`src/rtl/ifetch_seq_if.sv`:
```
// Fetch/issue bus of the instruction sequencer.
// The master side is the sequencer: it requests instruction words from
// instruction memory and presents the latched word to the downstream stage.
interface ifetch_seq_if;
    // Instruction-memory side.
    logic        imem_req;
    logic [15:0] imem_addr;
    logic        imem_rdy;
    logic [15:0] imem_rdata;

    // Downstream issue side.
    logic [15:0] instr;
    logic [4:0]  opcode;
    logic [1:0]  op_ext;
    logic        instr_valid;
    logic        instr_ready;
    logic [15:0] pc_plus2;

    modport master (
        output imem_req,
        output imem_addr,
        input  imem_rdy,
        input  imem_rdata,
        output instr,
        output opcode,
        output op_ext,
        output instr_valid,
        input  instr_ready,
        output pc_plus2
    );

    modport slave (
        input  imem_req,
        input  imem_addr,
        output imem_rdy,
        output imem_rdata,
        input  instr,
        input  opcode,
        input  op_ext,
        input  instr_valid,
        output instr_ready,
        input  pc_plus2
    );
endinterface

```
`src/rtl/ifetch_seq.sv`:
```
// Instruction fetch sequencer.
// Fetches one 16-bit word at the current PC, holds it for the downstream
// stage until it is accepted, then advances the PC sequentially or to a
// branch/jump target resolved from the decoder flags and rs_data. A halt
// instruction parks the sequencer until reset.
module ifetch_seq #(
    parameter logic [15:0] RESET_PC = 16'h0000
) (
    input  logic               clk,
    input  logic               rst,
    ifetch_seq_if.master       bus,
    input  logic               halt,
    input  logic               jump,
    input  logic               beqz,
    input  logic               bnez,
    input  logic               bgez,
    input  logic               bltz,
    input  logic               sel_pc_opA,
    input  logic               sel_pc_opB,
    input  logic [15:0]        rs_data,
    output logic               halted
);

    typedef enum logic [1:0] {
        FETCH = 2'd0,
        ISSUE = 2'd1,
        HALT  = 2'd2
    } state_t;

    state_t      state_q, state_d;
    logic [15:0] pc_q, pc_d;
    logic [15:0] instr_q, instr_d;

    logic [15:0] pc_inc;
    logic [15:0] imm8_sext;
    logic [15:0] imm11_sext;
    logic [15:0] target_base;
    logic [15:0] target_off;
    logic [15:0] target;
    logic        rs_zero;
    logic        rs_neg;
    logic        taken;

    // Sequential PC and the offsets carried in the held instruction word.
    // All arithmetic is 16 bits wide, so it wraps at the top of the space.
    assign pc_inc     = pc_q + 16'd2;
    assign imm8_sext  = {{8{instr_q[7]}}, instr_q[7:0]};
    assign imm11_sext = {{5{instr_q[10]}}, instr_q[10:0]};

    // Branch target: register- or PC-relative base plus a short or long offset.
    assign target_base = sel_pc_opA ? rs_data : pc_inc;
    assign target_off  = sel_pc_opB ? imm8_sext : imm11_sext;
    assign target      = target_base + target_off;

    // Branch condition; several flags at once simply OR together.
    assign rs_zero = (rs_data == 16'h0000);
    assign rs_neg  = rs_data[15];
    assign taken   = jump
                   | (beqz &  rs_zero)
                   | (bnez & ~rs_zero)
                   | (bltz &  rs_neg)
                   | (bgez & ~rs_neg);

    // Issued instruction and its decoder fields come straight from the
    // held word, so they stay stable for the whole issue phase.
    assign bus.instr     = instr_q;
    assign bus.opcode    = instr_q[15:11];
    assign bus.op_ext    = instr_q[1:0];
    assign bus.imem_addr = pc_q;
    assign bus.pc_plus2  = pc_inc;

    // State, PC and instruction registers; reset wins over any handshake.
    always_ff @(posedge clk) begin
        // NOTE: clocked state uses non-blocking assignments so every register
        // samples the pre-edge values of the others, independent of order.
        if (rst) begin
            state_q <= FETCH;
            pc_q    <= RESET_PC;
            instr_q <= 16'h0000;
        end else begin
            state_q <= state_d;
            pc_q    <= pc_d;
            instr_q <= instr_d;
        end
    end

    // Next-state, next-PC and handshake outputs.
    always_comb begin
        // NOTE: every signal written here gets a default first; a path that
        // left one unassigned would infer a latch.
        state_d         = state_q;
        pc_d            = pc_q;
        instr_d         = instr_q;
        bus.imem_req    = 1'b0;
        bus.instr_valid = 1'b0;
        halted          = 1'b0;

        case (state_q)
            FETCH: begin
                bus.imem_req = 1'b1;
                if (bus.imem_rdy) begin
                    instr_d = bus.imem_rdata;
                    state_d = ISSUE;
                end
            end

            ISSUE: begin
                bus.instr_valid = 1'b1;
                if (bus.instr_ready) begin
                    if (halt) begin
                        state_d = HALT;
                    end else begin
                        pc_d    = taken ? target : pc_inc;
                        state_d = FETCH;
                    end
                end
            end

            HALT: begin
                halted = 1'b1;
            end

            default: begin
                state_d = FETCH;
            end
        endcase

        // While reset is held nothing is requested or offered downstream.
        if (rst) begin
            bus.imem_req    = 1'b0;
            bus.instr_valid = 1'b0;
            halted          = 1'b0;
        end
    end

endmodule

```
`src/flat_wrapper.sv`:
```
// flat-port wrapper written by rule: the top's interface ports become plain ports
module ifetch_seq_flat 
#(
    parameter logic [15:0] RESET_PC = 16'h0000
)
  (clk, rst, halt, jump, beqz, bnez, bgez, bltz, sel_pc_opA, sel_pc_opB, rs_data, halted, bus_imem_req, bus_imem_addr, bus_imem_rdy, bus_imem_rdata, bus_instr, bus_opcode, bus_op_ext, bus_instr_valid, bus_instr_ready, bus_pc_plus2);
  ifetch_seq_if bus_i ();
  input  logic clk;
  input  logic rst;
  input  logic halt;
  input  logic jump;
  input  logic beqz;
  input  logic bnez;
  input  logic bgez;
  input  logic bltz;
  input  logic sel_pc_opA;
  input  logic sel_pc_opB;
  input  logic [15:0] rs_data;
  output logic halted;
  output wire logic [$bits(bus_i.imem_req)-1:0] bus_imem_req;
  output wire logic [$bits(bus_i.imem_addr)-1:0] bus_imem_addr;
  input wire logic [$bits(bus_i.imem_rdy)-1:0] bus_imem_rdy;
  input wire logic [$bits(bus_i.imem_rdata)-1:0] bus_imem_rdata;
  output wire logic [$bits(bus_i.instr)-1:0] bus_instr;
  output wire logic [$bits(bus_i.opcode)-1:0] bus_opcode;
  output wire logic [$bits(bus_i.op_ext)-1:0] bus_op_ext;
  output wire logic [$bits(bus_i.instr_valid)-1:0] bus_instr_valid;
  input wire logic [$bits(bus_i.instr_ready)-1:0] bus_instr_ready;
  output wire logic [$bits(bus_i.pc_plus2)-1:0] bus_pc_plus2;
  assign bus_imem_req = bus_i.imem_req;
  assign bus_imem_addr = bus_i.imem_addr;
  assign bus_i.imem_rdy = bus_imem_rdy;
  assign bus_i.imem_rdata = bus_imem_rdata;
  assign bus_instr = bus_i.instr;
  assign bus_opcode = bus_i.opcode;
  assign bus_op_ext = bus_i.op_ext;
  assign bus_instr_valid = bus_i.instr_valid;
  assign bus_i.instr_ready = bus_instr_ready;
  assign bus_pc_plus2 = bus_i.pc_plus2;
  ifetch_seq #(.RESET_PC(RESET_PC)) u_core (.clk(clk), .rst(rst), .bus(bus_i), .halt(halt), .jump(jump), .beqz(beqz), .bnez(bnez), .bgez(bgez), .bltz(bltz), .sel_pc_opA(sel_pc_opA), .sel_pc_opB(sel_pc_opB), .rs_data(rs_data), .halted(halted));
endmodule
```
`config.mk`:
```
export PLATFORM = sky130hd
export DESIGN_NAME = ifetch_seq_flat
export DESIGN_NICKNAME = d
export VERILOG_FILES = /design/src/rtl/ifetch_seq_if.sv /design/src/rtl/ifetch_seq.sv /design/src/flat_wrapper.sv
export SDC_FILE = /design/constraint.sdc
export NUM_CORES = 1
export LEC_CHECK = 0
export ABC_AREA = 1
export CAP_MARGIN = 15
export CORE_MARGIN = 2
export CORE_UTILIZATION = 35
export CTS_CLUSTER_DIAMETER = 50
export CTS_CLUSTER_SIZE = 20
export DETAILED_ROUTE_END_ITERATION = 16
export PLACE_DENSITY = 0.68
export SYNTH_ARGS = -nofsm -noshare
export SYNTH_HDL_FRONTEND = slang
export SYNTH_SLANG_ARGS = --single-unit
```
`constraint.sdc`:
```
create_clock -name clk -period 5.85 [get_ports clk]
set_clock_uncertainty 0.05 [all_clocks]
set_input_delay 0.8775 -clock clk [delete_from_list [all_inputs] [get_ports clk]]
set_output_delay 0.8775 -clock clk [all_outputs]
set_load 0.05 [all_outputs]
```
==> Word level (Yosys, flattened, before mapping) <==
Cells that the tools add are included.
{ "totals": {"out_inout_bits": 58, "register_bits": 34} }
{ "classes": {"n_bitwise": 12, "add_sub_neg": 2, "mux": 13, "n_reduce_logical": 5, "n_eq_ne": 4} }
{ "op_table": {"columns": ["op", "n"], "rows": [
  ["$mux 16", 3],
  ["$add 16x16->16", 1],
  ["$add 16x2->16 const B", 1],
  ["$logic_not 16->1", 1],
  ["$mux 1", 6],
  ["$mux 2", 3],
  ["$pmux 2 s3", 1],
  ["$reduce_and 3->1", 2],
  ["$and 1x1->1", 4],
  ["$ne 2x2->1 const B", 2],
  ["$not 1->1", 4],
  ["$or 1x1->1", 4],
  ["$eq 2x1->1 const B", 1],
  ["$eq 2x2->1 const B", 1],
  ["$logic_not 2->1", 1],
  ["$reduce_and 2->1", 1]
]} }

==> Depth between registers and ports, before layout <==
Gate-level depths: netlist of the first run.
{ "logic_depth": {"ltp_word": 7, "ltp_mapped": 17} }

==> Worst setup path before layout of the first run <==
Ideal clock, no wire load.
{ "synth_timing": {"path_type": "reg2reg", "from": "register u_core.pc_q[1] (netlist: u_core.bus.imem_addr[1])", "to": "register u_core.pc_q[8] (netlist: u_core.bus.imem_addr[8])", "t_arrival_ps": 3437, "setup_ps": 120, "t_required_ps": 5680, "path_slack_ps": 2243, "path_stages_with_launch": 15, "path_cell_list": "dfxtp_1 -> ha_1 -> nand3_2 -> nor2_4 -> xor2_1 -> nand2_1 -> nand2_1 -> ha_1 -> a21oi_1 -> o21ai_0 -> a21oi_1 -> inv_1 -> or2_2 -> nand3_1 -> a21oi_1"} }
{ "synth_via": {"elab_chain_cells": 4} }
{ "synth_rtl": {"columns": ["element", "line", "text"], "rows": [
  ["start: declaration", "ifetch_seq.sv:31", "logic [15:0] pc_q, pc_d;"],
  ["start signal: assignment", "ifetch_seq.sv:82", "pc_q <= pc_d;"],
  ["$add 16x2->16", "ifetch_seq.sv:46", "assign pc_inc = pc_q + 16'd2;"],
  ["net bus_pc_plus2[7]", "flat_wrapper.sv:29", "output wire logic [$bits(bus_i.pc_plus2)-1:0] bus_pc_plus2;"],
  ["$mux 16", "ifetch_seq.sv:51", "assign target_base = sel_pc_opA ? rs_data : pc_inc;"],
  ["$add 16x16->16", "ifetch_seq.sv:53", "assign target = target_base + target_off;"],
  ["$mux 16", "ifetch_seq.sv:113", "pc_d = taken ? target : pc_inc;"]
]} }
The timed path passes the listed nets, and every way through them passes these cells.
A chain may end at the register's enable or synchronous reset.

==> Final worst setup path of the first run <==
{ "layout_timing": {"from": "input rst", "to": "output bus_imem_req"} }
{ "layout_via": {"elab_chain_cells": 1} }
{ "layout_rtl": {"columns": ["element", "line", "text"], "rows": [
  ["start: declaration", "flat_wrapper.sv:9", "input logic rst;"],
  ["$mux 1", "ifetch_seq.sv:129", "if (rst) begin"],
  ["end: declaration", "flat_wrapper.sv:20", "output wire logic [$bits(bus_i.imem_req)-1:0] bus_imem_req;"]
]} }
Every way passes these cells.

==> impl_metrics.tcl, run 1 <==
set metrics [dict create \
    run_status "completed" \
    yosysUniqueCellTypes 36 \
    syn_nets 533 \
    initial_utilization_pct 35.8 \
    first_global_vias 3152 \
    swShare_pct 40.2 \
    power_density_of_the_placed_cells_nw_per_um2 189 \
    cts_resized 0 \
    wl_per_cell_microns 13.5 \
    hpwl_microns 7220 \
    clock_sink_count 34 \
    grt-ovfl-total 0 \
    timing.final.setup_violations 0 \
    max-clock-path-buffers 2 \
    whs_ps 455 \
    hold-path-endpoint "u_core.bus.instr[10]$_SDFFE_PP0P_" \
    startpoint_type "input port" \
    synthTopCellsByArea "sky130_fd_sc_hd__dfxtp_1, sky130_fd_sc_hd__nand2_1, sky130_fd_sc_hd__nor2_1" \
    synthesis.instances 470 \
    p_total_uw 766 \
    grt_setup_unrepaired "no" \
    cp_data_arrival_time_ps 2660 \
    flow.area_growth_from_synthesis_pct 38.2 \
    post-route-drc-count 0 \
    grt_use_total_pct 20.3 \
    timing.max_cap.violations 0 \
    postPlaceCellArea_sq_um 3960 \
    ff2ff_setup_slack_ps 2690 \
    p_switching_uw 308 \
    slew_of_the_pin_with_the_lowest_slew_margin_ps 886 \
    die_area_sq_um 9100 \
    timing.hold.worst.class "reg -> reg" \
    cts_tree "built" \
    cts.reportedPaths.clkPinSlew_ps 60 \
    ys.warnings.count 0 \
    min_period_ps 3590 \
    max-vdd-ir-drop_mv 0.159 \
    synth.avg_cell_area_sq_um 6.22 \
    place_ws_ps 2190 \
    core-area_sq_um 8180 \
    place_congestion 0.880 \
    wire_length_of_the_first_global_routing_pass_microns 14500 \
    grt_start_max_net_pins 26 \
    mappedNetlistArea_sq_um 2930 \
    fin_ws_ps 2260 \
    holdPathStages 2 \
    cts_made_buffers 5 \
    worstSetupEndpointType "output port" \
    ys_seq_elements 34 \
    port-buffer-count 101 \
    async_flop_share_pct 0 \
    slew_headroom_pct 40.7 \
    hold_buffers 0 \
    antenna_cells_inserted 0 \
    power.share.sequential_pct 34.4 \
    synth_enable_flop_cells 0 \
    detail_route.wirelength_microns 8940 \
    post-route-period-util_pct 61.3 \
    p_comb_share_pct 42.5 \
    maxSlewViolCount 0 \
    critical_path.reg2reg.startpoint "u_core.bus.imem_addr[1]$_SDFFE_PP0P_" \
    setup_tns_ps 0 \
    via_per_inst 4.92 \
    post-route-cell-area_sq_um 4040 \
    h-tree-depth 2 \
    synth_area_leader "sky130_fd_sc_hd__dfxtp_1" \
    worst-setup-path-type "in -> out" \
    regToRegEndpoint "u_core.bus.imem_addr[14]$_SDFFE_PP0P_" \
    antenna_violations_before_repair 0 \
    cts_setup_buffers 0 \
    first_iter_violations 141 \
    clock_power_share_pct 23.1 \
    nets 622 \
    die-height_microns 95.4 \
    ys_seq_area_share_pct 23.3 \
    die_x_microns 95.4 \
    std_cell_rows 33 \
    cellInternalPower_uw 458 \
    synth_top_area_share_pct 23.3 \
    worstHoldStart "u_core.bus.instr[10]$_SDFFE_PP0P_" \
    design.portCount 102 \
    p_leak_uw 0.00186 \
    finalHoldViolCount 0 \
    route.vias.total 3261 \
    max_freq_mhz 279 \
    drt_pass1_iterations 5 \
    required_ps 4920 \
    synthFlopType "sky130_fd_sc_hd__dfxtp_1" \
    worst-path-max-fanout 14 \
    drive_above_1_share_pct 5.91 \
    insertion_delay_ps 290 \
    reg2regPathDepth 16 \
    final_antenna_net_count 0 \
    clock_tree.root_cell "sky130_fd_sc_hd__clkbuf_8" \
]
==> registers in the layout, indices dropped and copies added (netlist names) <==
name	cells
u_core.bus.imem_addr	16
u_core.state_q	2
u_core.bus.instr	16
==> logic make-up (layout without fill, tap and decap cells) <==
family / after synthesis / after routing / share of synthesized area [%]
DFF: 34 / 34 / 23.3
and+or+nand+nor: 242 / 242 / 37.2
adders and majority gates: 19 / 19 / 8.38
xor gates and xnor gates: 11 / 11 / 3.29
buffers and inverters: 69 / 157 / 10.2
AOI/OAI and AO/OA: 95 / 95 / 17.7
==> critical path: stages <==
cell and delay (ps):
sky130_fd_sc_hd__clkdlybuf4s50_1 720, sky130_fd_sc_hd__nor2_1 230, sky130_fd_sc_hd__clkdlybuf4s50_1 830
==> routing by layer <==
metal  vias up  track usage, %  routed length [microns]  share of wire, %
li1       1707               -                        -                 -
met1      1430            24.7                     4020                45
met2       108            34.9                     4000                45
met3        16            5.61                      711               8.0
met4         0            6.07                      207               2.3
met5         -               0                        0                 0
==> layout by cell type (no fill, tap or decap), types with 2 or more instances in the layout <==
master,n
sky130_fd_sc_hd__nand2_1,105
sky130_fd_sc_hd__clkdlybuf4s50_1,101
sky130_fd_sc_hd__nor2_1,74
sky130_fd_sc_hd__inv_1,45
sky130_fd_sc_hd__o21ai_0,43
sky130_fd_sc_hd__dfxtp_1,34
sky130_fd_sc_hd__nand3_1,31
sky130_fd_sc_hd__a21oi_1,31
sky130_fd_sc_hd__ha_1,18
sky130_fd_sc_hd__xor2_1,10
sky130_fd_sc_hd__nand3_2,6
sky130_fd_sc_hd__nand4_1,6
sky130_fd_sc_hd__clkbuf_8,6
sky130_fd_sc_hd__o21ai_1,5
sky130_fd_sc_hd__nand2_2,4
sky130_fd_sc_hd__or2_2,4
sky130_fd_sc_hd__a21o_1,4
sky130_fd_sc_hd__o211ai_1,3
sky130_fd_sc_hd__nor3_4,2
sky130_fd_sc_hd__o21bai_1,2
sky130_fd_sc_hd__nor2_4,2
sky130_fd_sc_hd__nor2_2,2
sky130_fd_sc_hd__nand3b_1,2
sky130_fd_sc_hd__clkinv_1,2
sky130_fd_sc_hd__inv_2,2
sky130_fd_sc_hd__nor3_1,2
sky130_fd_sc_hd__a21boi_0,2
sky130_fd_sc_hd__a21oi_2,2
==> power by group through the flow <==
stage / Sequential [uW] / Clock [uW] / Combinational [uW]
6_report: 264 / 177 / 325
5_1_grt: 266 / 187 / 355
4_1_cts: 264 / 180 / 327
3_5_place_dp: 269 / 0 / 325
3_3_place_gp: 268 / 0 / 323
2_1_floorplan: 313 / 0 / 172
==> area by class of cell <==
type | count | area, sq um
inverter | 49 | 184
clock buffer | 6 | 82.6
multi-input combinational | 367 | 1950
timing repair buffer | 102 | 1020
fill | 866 | 4130
sequential | 34 | 681
tap | 105 | 131
==> per-stage QoR <==
| step | utilization (%) | cells |
|---|---|---|
| after floorplan | - | 470 |
| after global placement | 48.5 | 657 |
| after detailed placement | 48.5 | 657 |
| after CTS | 49.5 | 663 |
| after global routing | 49.5 | 663 |
| final | 49.5 | 663 |
==> how the worst max path moves through the flow <==
| stage | from | to | slack [ps] | cells after the start |
|---|---|---|---|---|
| 3_3_place_gp | sel_pc_opA | u_core.bus.imem_addr[11]$_SDFFE_PP0P_ | 2240 | 15 |
| 5_1_grt | sel_pc_opA | u_core.bus.imem_addr[11]$_SDFFE_PP0P_ | 2180 | 15 |
| 6_report | rst | bus_imem_req | 2260 | 3 |
| 2_1_floorplan | u_core.bus.imem_addr[1]$_SDFFE_PP0P_ | u_core.bus.imem_addr[8]$_SDFFE_PP0P_ | 2240 | 14 |
| 4_1_cts | rst | bus_instr_valid | 2300 | 3 |
| 3_5_place_dp | sel_pc_opA | u_core.bus.imem_addr[11]$_SDFFE_PP0P_ | 2190 | 15 |
==> Yosys cell counts (2+ instances only) <==
cell,number
sky130_fd_sc_hd__a21boi_0,2
sky130_fd_sc_hd__a21o_1,4
sky130_fd_sc_hd__a21oi_1,31
sky130_fd_sc_hd__a21oi_2,2
sky130_fd_sc_hd__buf_4,10
sky130_fd_sc_hd__clkbuf_1,9
sky130_fd_sc_hd__clkinv_1,2
sky130_fd_sc_hd__dfxtp_1,34
sky130_fd_sc_hd__ha_1,18
sky130_fd_sc_hd__inv_1,45
sky130_fd_sc_hd__inv_2,2
sky130_fd_sc_hd__nand2_1,105
sky130_fd_sc_hd__nand2_2,4
sky130_fd_sc_hd__nand3_1,31
sky130_fd_sc_hd__nand3_2,6
sky130_fd_sc_hd__nand3b_1,2
sky130_fd_sc_hd__nand4_1,6
sky130_fd_sc_hd__nor2_1,74
sky130_fd_sc_hd__nor2_2,2
sky130_fd_sc_hd__nor2_4,2
sky130_fd_sc_hd__nor3_1,2
sky130_fd_sc_hd__nor3_4,2
sky130_fd_sc_hd__o211ai_1,3
sky130_fd_sc_hd__o21ai_0,43
sky130_fd_sc_hd__o21ai_1,5
sky130_fd_sc_hd__o21bai_1,2
sky130_fd_sc_hd__or2_2,4
sky130_fd_sc_hd__xor2_1,10
Power figures use the tool's default switching activity.
==> run 2, diff against run 1 <==
--- a/config.mk
+++ b/config.mk
@@ -12,7 +12,7 @@
 export CTS_CLUSTER_DIAMETER = 50
 export CTS_CLUSTER_SIZE = 20
 export DETAILED_ROUTE_END_ITERATION = 16
-export PLACE_DENSITY = 0.68
+export PLACE_DENSITY = 0.7
 export SYNTH_ARGS = -nofsm -noshare
 export SYNTH_HDL_FRONTEND = slang
 export SYNTH_SLANG_ARGS = --single-unit
==> constraint.sdc (replaced) <==
create_clock -name clk -period 2.9 [get_ports clk]
set_clock_uncertainty 0.05 [all_clocks]
set_input_delay 0.435 -clock clk [delete_from_list [all_inputs] [get_ports clk]]
set_output_delay 0.435 -clock clk [all_outputs]
set_load 0.05 [all_outputs]
==> impl_metrics.tcl, run 2 (synthesized netlist as in run 1, its figures left out) <==
set metrics [dict create \
    port-buffer-count 101 \
    std_cell_rows 33 \
    post-route-drc-count 0 \
    design.portCount 102 \
    cp_data_arrival_time_ps 2940 \
    slew_of_the_pin_with_the_lowest_slew_margin_ps 705 \
    cts_made_buffers 5 \
    fin_ws_ps 136 \
    wl_per_cell_microns 14.1 \
    die_x_microns 95.4 \
    clock_tree.root_cell "sky130_fd_sc_hd__clkbuf_8" \
    max_freq_mhz 362 \
    top_library_cells_by_usage_in_the_layout_fill_and_taps_aside "sky130_fd_sc_hd__nand2_1, sky130_fd_sc_hd__clkdlybuf4s50_1, sky130_fd_sc_hd__nor2_1" \
    via_per_inst 5.06 \
    timing.hold.worst.class "reg -> reg" \
    cts.reportedPaths.clkPinSlew_ps 80 \
    instances_no_fill 686 \
    slew_headroom_pct 53.0 \
    worst-setup-path-type "reg -> reg" \
    min_period_ps 2760 \
    grt_use_total_pct 20.9 \
    hpwl_microns 7610 \
    flow.area_growth_from_synthesis_pct 48.6 \
    grt_start_max_net_pins 25 \
    insertion_delay_ps 290 \
    power_density_of_the_placed_cells_nw_per_um2 379 \
    place_ws_ps -56.5 \
    die_area_sq_um 9100 \
    p_leak_uw 0.00207 \
    grt-ovfl-total 0 \
    required_ps 3080 \
    die-height_microns 95.4 \
    wire_length_of_the_first_global_routing_pass_microns 15100 \
    max-vdd-ir-drop_mv 0.213 \
    maxSlewViolCount 0 \
    drt_pass1_iterations 6 \
    final_antenna_net_count 0 \
    final_core_util_pct 53.2 \
    cts_tree "built" \
    h-tree-depth 2 \
    post-route-period-util_pct 95.3 \
    finalHoldViolCount 0 \
    core-area_sq_um 8180 \
    dpl.cell_count 675 \
    timing.final.setup_violations 0 \
    clock_sink_count 34 \
    antenna_cells_inserted 0 \
    worstSetupEndpointType "flop" \
    run_status "completed" \
    drive_above_1_share_pct 13.4 \
    first_global_vias 3295 \
    startpoint_type "flop" \
    max-clock-path-buffers 2 \
    grt_setup_unrepaired "yes" \
    nets 643 \
    worst-path-max-fanout 4 \
    timing.max_cap.violations 0 \
    route.vias.total 3469 \
    antenna_violations_before_repair 0 \
    detail_route.wirelength_microns 9650 \
    final_common_cell "sky130_fd_sc_hd__nand2_1" \
    place_congestion 0.970 \
    initial_utilization_pct 35.8 \
    first_iter_violations 199 \
]
run 2: final timing paths:
check | start | cells after the start | to | slack (ps)
worst max-delay path | u_core.bus.imem_addr[2]$_SDFFE_PP0P_ | 16 | u_core.bus.imem_addr[14]$_SDFFE_PP0P_ | 140
worst min-delay path | u_core.bus.instr[15]$_SDFFE_PP0P_ | 2 | u_core.bus.instr[15]$_SDFFE_PP0P_ | 460
worst max register to register | u_core.bus.imem_addr[2]$_SDFFE_PP0P_ | 16 | u_core.bus.imem_addr[14]$_SDFFE_PP0P_ | 140
worst min register to register | u_core.bus.instr[15]$_SDFFE_PP0P_ | 2 | u_core.bus.instr[15]$_SDFFE_PP0P_ | 460
run 2: area by class of cell:
cell class | instances | area [sq um]
fill | 817 | 3830
multi-input combinational | 367 | 2060
timing repair buffer | 123 | 1180
sequential | 34 | 692
inverter | 49 | 184
tap | 105 | 131
clock buffer | 7 | 97.6
clock inverter | 1 | 7.51
run 2: critical path, stage by stage (launching register included):
cell and delay, ps:
sky130_fd_sc_hd__dfxtp_4 390, sky130_fd_sc_hd__ha_4 160, sky130_fd_sc_hd__nand3_4 110, sky130_fd_sc_hd__nor3_4 290, sky130_fd_sc_hd__nand3_2 120, sky130_fd_sc_hd__xor2_2 200, sky130_fd_sc_hd__o21ai_1 80, sky130_fd_sc_hd__ha_1 350
sky130_fd_sc_hd__nand2_1 80, sky130_fd_sc_hd__inv_1 70, sky130_fd_sc_hd__nand3_1 90, sky130_fd_sc_hd__nor3_1 130, sky130_fd_sc_hd__o21ai_1 100, sky130_fd_sc_hd__nand2_1 100, sky130_fd_sc_hd__nor2_1 40, sky130_fd_sc_hd__nand3b_1 190
sky130_fd_sc_hd__a21oi_2 140
run 2: power breakdown:
part           switching (uW)  leakage, uW  total, uW  internal (uW)
clock                     189    0.0000496        411            222
sequential               33.5     0.000282        530            496
combinational             432      0.00174        706            274
total                     655      0.00207       1650            992
run 2: repair_timing:
| item | 4_1_cts | 5_1_grt |
|---|---|---|
| hold buffers | 0 | 0 |
| gates resized for setup | 3 | 24 |
| pin swaps | 0 | 6 |
| endpoints found under the setup margin | 3 | 12 |
| setup buffers | 0 | 3 |
run 2: per-layer routing:
metal  vias to the layer above  track usage, %  part of all wire (%)
li1                       1747               -                     -
met1                      1567            25.8                    42
met2                       134            37.3                    47
met3                        21            4.35                   8.3
met4                         0            5.00                   2.0
met5                         -               0                     0
run 2: per-stage QoR:
step | hold WS [ps] | TNS, ps | power, uW | cell area [sq um]
3_5_place_dp | 449 | -89.8 | 1220 | 4130
2_1_floorplan | 444 | 0 | 980 | 2960
4_1_cts | 463 | 0 | 1630 | 4230
3_3_place_gp | 444 | -0.386 | 1220 | 4130
5_1_grt | 481 | -115 | 1740 | 4350
6_report | 459 | 0 | 1650 | 4350
